<file path="config.mk">
export PLATFORM = sky130hd
export DESIGN_NAME = ram_reader
export DESIGN_NICKNAME = d
export VERILOG_FILES = /design/src/rtl/ram_reader_pkg.sv /design/src/rtl/btn_edge.sv /design/src/rtl/ram_reader.sv
export SDC_FILE = /design/constraint.sdc
export NUM_CORES = 1
export LEC_CHECK = 0
export CORE_MARGIN = 1
export CORE_UTILIZATION = 42
export DETAILED_ROUTE_END_ITERATION = 7
export PLACE_DENSITY = 0.81
export REMOVE_ABC_BUFFERS = 1
export SYNTH_ARGS = -nofsm -noshare
export SYNTH_HDL_FRONTEND = slang
export SYNTH_SLANG_ARGS = --single-unit
</file>
<file path="constraint.sdc">
create_clock -name clk -period 1.74 [get_ports clk]
set_input_delay 0.348 -clock clk [delete_from_list [all_inputs] [get_ports clk]]
set_output_delay 0.348 -clock clk [all_outputs]
set_load 0.02 [all_outputs]
</file>
<file path="src/rtl/ram_reader_pkg.sv">
// Shared types and defaults for the RAM byte reader: FSM state encoding and
// the default address width, word width and auto-step period.
package ram_reader_pkg;

  typedef enum logic [2:0] {
    S_IDLE    = 3'd0,
    S_FETCH   = 3'd1,
    S_WAIT    = 3'd2,
    S_SHOW_HI = 3'd3,
    S_SHOW_LO = 3'd4
  } state_e;

  localparam int DEF_ADDR_W   = 8;
  localparam int DEF_DATA_W   = 16;
  localparam int DEF_AUTO_DIV = 50000000;

endpackage

</file>
<file path="src/rtl/btn_edge.sv">
// Release-edge detector for a level button: one event per press, on the
// cycle the button drops, however long it was held.
module btn_edge (
  input  logic clk,
  input  logic rst,
  input  logic btn,
  output logic evt
);

  logic prev_q;

  // NOTE: state is assigned with <= so every register samples the pre-edge
  // values; blocking here would make ordering between blocks matter.
  always_ff @(posedge clk or negedge rst) begin
    if (!rst) prev_q <= 1'b0;
    else      prev_q <= btn;
  end

  assign evt = prev_q & ~btn;

endmodule

</file>
<file path="src/rtl/ram_reader.sv">
// Steps through a synchronous RAM one word at a time, showing the high then
// the low byte on the LEDs. Define READER_AUTO_EN to add a timed auto-step.
module ram_reader
  import ram_reader_pkg::*;
#(
  parameter int ADDR_W   = DEF_ADDR_W,
  parameter int DATA_W   = DEF_DATA_W,
  parameter int AUTO_DIV = DEF_AUTO_DIV
) (
  input  logic              clk,
  input  logic              rst,
  input  logic              next,
  input  logic              load,
  input  logic [ADDR_W-1:0] startAddr,
  input  logic [DATA_W-1:0] rdData,
  output logic [ADDR_W-1:0] addrRd,
  output logic              rdEn,
  output logic [7:0]        led,
  output logic              hiSel,
  output logic              busy
);

  state_e              state_q, state_d;
  logic [ADDR_W-1:0]   addr_q, addr_d;
  logic [DATA_W-1:0]   word_q, word_d;
  logic [7:0]          led_q, led_d;
  logic                hi_q, hi_d;
  logic                rden_q, rden_d;
  logic                busy_q, busy_d;
  logic                next_evt, load_evt, step;

  btn_edge u_next_edge (.clk(clk), .rst(rst), .btn(next), .evt(next_evt));
  btn_edge u_load_edge (.clk(clk), .rst(rst), .btn(load), .evt(load_evt));

`ifdef READER_AUTO_EN
  logic [31:0] auto_cnt_q, auto_cnt_d;
  logic        showing, auto_tick;

  assign showing   = (state_q == S_SHOW_HI) || (state_q == S_SHOW_LO);
  assign auto_tick = showing && (auto_cnt_q == 32'(AUTO_DIV - 1));
  assign step      = next_evt | auto_tick;

  // Restarts on any state change so each displayed byte gets a full period.
  always_comb begin
    if (state_d != state_q || !showing || auto_tick) auto_cnt_d = '0;
    else                                             auto_cnt_d = auto_cnt_q + 32'd1;
  end

  always_ff @(posedge clk or negedge rst) begin
    if (!rst) auto_cnt_q <= '0;
    else      auto_cnt_q <= auto_cnt_d;
  end
`else
  assign step = next_evt;
`endif

  // NOTE: every next-state signal gets its hold value first, so no path
  // through the case statement can leave one unassigned and infer a latch.
  always_comb begin
    state_d = state_q;
    addr_d  = addr_q;
    word_d  = word_q;
    led_d   = led_q;
    hi_d    = hi_q;
    unique case (state_q)
      S_IDLE: begin
        if (load_evt)  addr_d  = startAddr;
        else if (step) state_d = S_FETCH;
      end
      S_FETCH: state_d = S_WAIT;
      S_WAIT: begin
        word_d  = rdData;
        led_d   = rdData[DATA_W-1 -: 8];
        hi_d    = 1'b1;
        state_d = S_SHOW_HI;
      end
      S_SHOW_HI, S_SHOW_LO: begin
        if (load_evt) begin
          addr_d  = startAddr;
          led_d   = 8'h00;
          hi_d    = 1'b0;
          state_d = S_IDLE;
        end else if (step) begin
          if (state_q == S_SHOW_HI) begin
            led_d   = word_q[7:0];
            hi_d    = 1'b0;
            state_d = S_SHOW_LO;
          end else begin
            addr_d  = addr_q + 1'b1;
            state_d = S_FETCH;
          end
        end
      end
      default: state_d = S_IDLE;
    endcase
    // Strobes are decoded from the next state so they line up with it.
    rden_d = (state_d == S_FETCH);
    busy_d = (state_d == S_FETCH) || (state_d == S_WAIT);
  end

  always_ff @(posedge clk or negedge rst) begin
    if (!rst) begin
      state_q <= S_IDLE;
      addr_q  <= '0;
      word_q  <= '0;
      led_q   <= 8'h00;
      hi_q    <= 1'b0;
      rden_q  <= 1'b0;
      busy_q  <= 1'b0;
    end else begin
      state_q <= state_d;
      addr_q  <= addr_d;
      word_q  <= word_d;
      led_q   <= led_d;
      hi_q    <= hi_d;
      rden_q  <= rden_d;
      busy_q  <= busy_d;
    end
  end

  assign addrRd = addr_q;
  assign rdEn   = rden_q;
  assign led    = led_q;
  assign hiSel  = hi_q;
  assign busy   = busy_q;

endmodule

</file>
==> run summary <==
The logs give 0 ns for the setup TNS and 0.891 for the global placement routability congestion. The die is 64.5 um wide. The cell area that synthesis handed to floorplanning was 1640 um2.

At the end of the flow, the number of nets in the layout was 224. Once placement finished, the instance area stood at 2260 um2. Of the available clock period, the critical path in the final layout requires 97.2%. The setup path with the least slack is of type reg -> out. The multi-input combinational cells in the finished layout cover a total of 776 um2. During I/O placement, the number of pins put on the boundary was 47. The maximum single-stage delay on the critical path was 0.64 ns. Type of the tightest min-delay check: in -> async. Wire segments on met2 add up to 2.00 mm in the final route. Grouping stages by cell kind, the critical path spends the most delay in buffers and inverters. The post-CTS clock slew at the launch and capture registers of the worst setup and hold paths is 0.07 ns, and the number of nets with antenna violations after routing is 0. The number of placement rows is 22, and the cell count after placement is 236. The dominant combinational cell family by area after synthesis is compound AO/OA/AOI/OAI gates.

The layout has 287 filler cells. The signal on the critical path passes through clkdlybuf4s50_1. The number of clock buffers added by TritonCTS is 5. Counting flops with an async set or reset pin after synthesis yields a share of 100%. The number of hold buffers added after CTS is 0. Data on the critical path is required at its endpoint by 1.39 ns. The die outline area is 4170 um2. For the maximum clock rate, the log shows 592 MHz.

CTS placed an instance of sky130_fd_sc_hd__clkbuf_8 at the clock tree root. The cell area after layout is 2360 um2. Along the worst path, the maximum fanout reaches 4. From bottom edge to top edge, the die measures 64.5 um. In this run the power density over the cells is 1700 nW/um2. The time the worst path needs with I/O delays and setup was 1.69 ns; the parity-gate share of the synthesized area counting xor and xnor cells was 0%.

Dividing the detail-routed wire length by the instance count gives 16.5 um. The number of flops mapped to enable cells by yosys was 0. The flip-flop and latch count after synthesis was 32. For the final database, setup skew stands at 0.00784 ns. Leaving out filler cells and counting taps, the final layout contains 244. The depth of the worst register-to-register path is 4, and the area share of and/or/nand/nor cells after synthesis is 13.1%. The run gives 3720 um2 as the placeable core region. Dominant cell type by area after synthesis: sky130_fd_sc_hd__dfrtp_1. The highest metal layer carrying signal wires in the routed design is met4. The routed design has 4.03 mm of wire. 0 antenna diodes ended up in the layout. The average footprint of a synthesized cell is 12.6 um2. Detailed routing inserted a total of 1353 vias. The worst-case IR drop observed on VDD is 853 uV.

The fraction of the mapped netlist area in compound gates was 21.2%; the via count of the first global-routing pass was 1456. The placed wire-length estimate is 2.97 mm, and the routed length on met3 is 296 um. Prior to clock tree synthesis, the placed netlist has a worst setup slack of -0.257 ns. The final worst-path setup slack was 0.0494 ns; the mux contribution to synthesized area was 12.0%.

The worst register-to-register path begins at state_q[1]. The total of buffers placed on input and output ports was 46; the worst hold margin was 0.453 ns. The run finished with clean final reports.

The worst register-to-register path has a setup slack of 0.07 ns. The top cell type by area accounts for 48.7% of the synthesized area. Initial antenna violation count: 0.

The top flip-flop cell by instance count after synthesis was sky130_fd_sc_hd__dfrtp_1. Summing the areas of all fa, ha and maj instances in the mapped netlist gives 0.762% of the synthesized area. The run gives 1.67 mm as the sum of routed wire segments on met1.

Ranked by total cell area, the synthesized netlist is headed by sky130_fd_sc_hd__dfrtp_1 49%, sky130_fd_sc_hd__mux2_2 6.9%, sky130_fd_sc_hd__a221o_1 4.9%. In this run the critical register-to-register path is captured at addrRd[1]. In the final layout, flip-flops and latches occupy 801 um2. The fraction of layout instances using a drive strength above 1 works out to 26.0%.

The area added between synthesis and finish was 43.7%. The later pin in the worst-skew pair is clocked with a latency of 0.29 ns. Number of setup violations in the final report: 0.

The slowest stage of the critical path is the sky130_fd_sc_hd__clkdlybuf4s50_1 cell. The initial utilization of the core area, before any placement, comes to 44.2%. Global routing used 21.2% of the available tracks.

For the maximum buffer depth of the clock tree, the log shows 2. Summed over all cells, the static leakage comes to 1.10 nW. Entering global routing, the biggest net connects 33 pins. The H-tree was split into 2 levels.

The tools report the first-pass GRT wire length as 6.54 mm. The overall power of the completed layout is 4.01 mW, and the worst path buffer plus inverter count is 1. Per-cell via count in the routed design: 5.55. Setup repair after global routing left no endpoint under its margin. Max-cap violations in this run came to 0. Number of warnings reported in the yosys synthesis log: 0. The tools report the endpoint type of the worst setup path as a primary output. For this run, design rule violations remaining after detail routing come to 0. The remaining global-route overflow is 0. The worst setup path is launched from a flop.

The cell count after synthesis came out at 130. The first routing iteration left 67 violations. The actual slew at the worst max-slew pin works out to 0.416 ns. Sequential elements use 48.7% of the synthesized area.

Yosys mapped the design onto 45 distinct sky130hd cell types. TritonCTS built the clock tree. At the end of the flow the core is filled with cells to 63.5%. The first detailed-routing pass took 4 iterations. For the max-slew violation count, the log shows 0. For this design, the sink count on the clock tree is 32.

The worst slew margin relative to its limit was 72.3%. The data arrival time at the worst-slack endpoint is 1.34 ns, and the hold violation total from the final report is 0.
-- cell type report --
type	instances	share of cell area [%]
inverters	1	0.159
clock inverters	3	1.01
flip-flops and latches	32	33.9
multi-input cells	89	32.9
clock buffers	5	2.91
well taps	48	2.54
repair buffers	66	26.6
-- cells in the final DEF, fill, tap and decap left out, types with 3 or more instances in the layout --
cell type                          n
sky130_fd_sc_hd__nand2b_1          4
sky130_fd_sc_hd__o2bb2ai_1         4
sky130_fd_sc_hd__o211a_1           8
sky130_fd_sc_hd__buf_4            19
sky130_fd_sc_hd__nand3_1           4
sky130_fd_sc_hd__dfrtp_1          32
sky130_fd_sc_hd__o22a_1            4
sky130_fd_sc_hd__mux2_4            3
sky130_fd_sc_hd__clkdlybuf4s50_1  44
sky130_fd_sc_hd__mux2_2           10
sky130_fd_sc_hd__clkbuf_8          5
sky130_fd_sc_hd__a221o_1           8
sky130_fd_sc_hd__mux2i_1           4
sky130_fd_sc_hd__nor2_1            4
-- flip-flops by register name, indices dropped and copies added (netlist names) --
| name | count |
|---|---|
| hiSel | 1 |
| addrRd | 8 |
| u_next_edge.prev_q | 1 |
| rdEn | 1 |
| word_q | 8 |
| led | 8 |
| u_load_edge.prev_q | 1 |
| state_q | 3 |
| busy | 1 |
-- kinds of logic after synthesis --
group                      after synthesis
AOI/OAI and AO/OA                       40
adders and majority gates                1
buffers and inverters                    9
DFF                                     32
muxes                                   17
and+or+nand+nor                         31
-- routing by layer --
metal,global-route usage (%),vias to the layer above
li1,-,632
met1,23.4,652
met2,36.1,64
met3,7.57,5
met4,10.0,0
met5,0,-
-- cells in the mapped netlist, types with 2 or more instances --
library cell                instances
sky130_fd_sc_hd__buf_6              2
sky130_fd_sc_hd__nand2_1            2
sky130_fd_sc_hd__mux2_2            10
sky130_fd_sc_hd__nor2_1             4
sky130_fd_sc_hd__o22a_1             4
sky130_fd_sc_hd__nor2_2             2
sky130_fd_sc_hd__o211a_1            8
sky130_fd_sc_hd__mux2i_1            4
sky130_fd_sc_hd__a221o_1            8
sky130_fd_sc_hd__o22ai_1            2
sky130_fd_sc_hd__a21oi_2            2
sky130_fd_sc_hd__buf_2              3
sky130_fd_sc_hd__dfrtp_1           32
sky130_fd_sc_hd__o21a_1             2
sky130_fd_sc_hd__o2bb2ai_1          4
sky130_fd_sc_hd__nor2b_1            2
sky130_fd_sc_hd__a2bb2oi_1          2
sky130_fd_sc_hd__nand2b_1           4
sky130_fd_sc_hd__mux2_4             3
sky130_fd_sc_hd__nand3_1            4
sky130_fd_sc_hd__and3_1             2
-- worst max path at each step --
stage	slack (ns)	cells after the start	to	startpoint
floorplan	-0.09	4	addrRd[2]	state_q[0]
global placement	-0.19	7	led[4]	load
detailed placement	-0.26	5	addrRd[7]	load
CTS	0.003	1	addrRd[3]	addrRd[3]
global route	0.01	1	addrRd[6]	addrRd[6]
finish	0.05	1	addrRd[5]	addrRd[5]
-- report_power, final --
group / total, mW / switching, mW / internal [mW]
Clock: 0.580 / 0.297 / 0.283
Combinational: 2.07 / 0.948 / 1.12
Sequential: 1.37 / 0.290 / 1.08
-- repair_timing --
action	4_1_cts	5_1_grt
endpoints found under the setup margin	0	9
gates resized for setup	0	3
buffers inserted	0	0
Power figures use the tool's default switching activity.
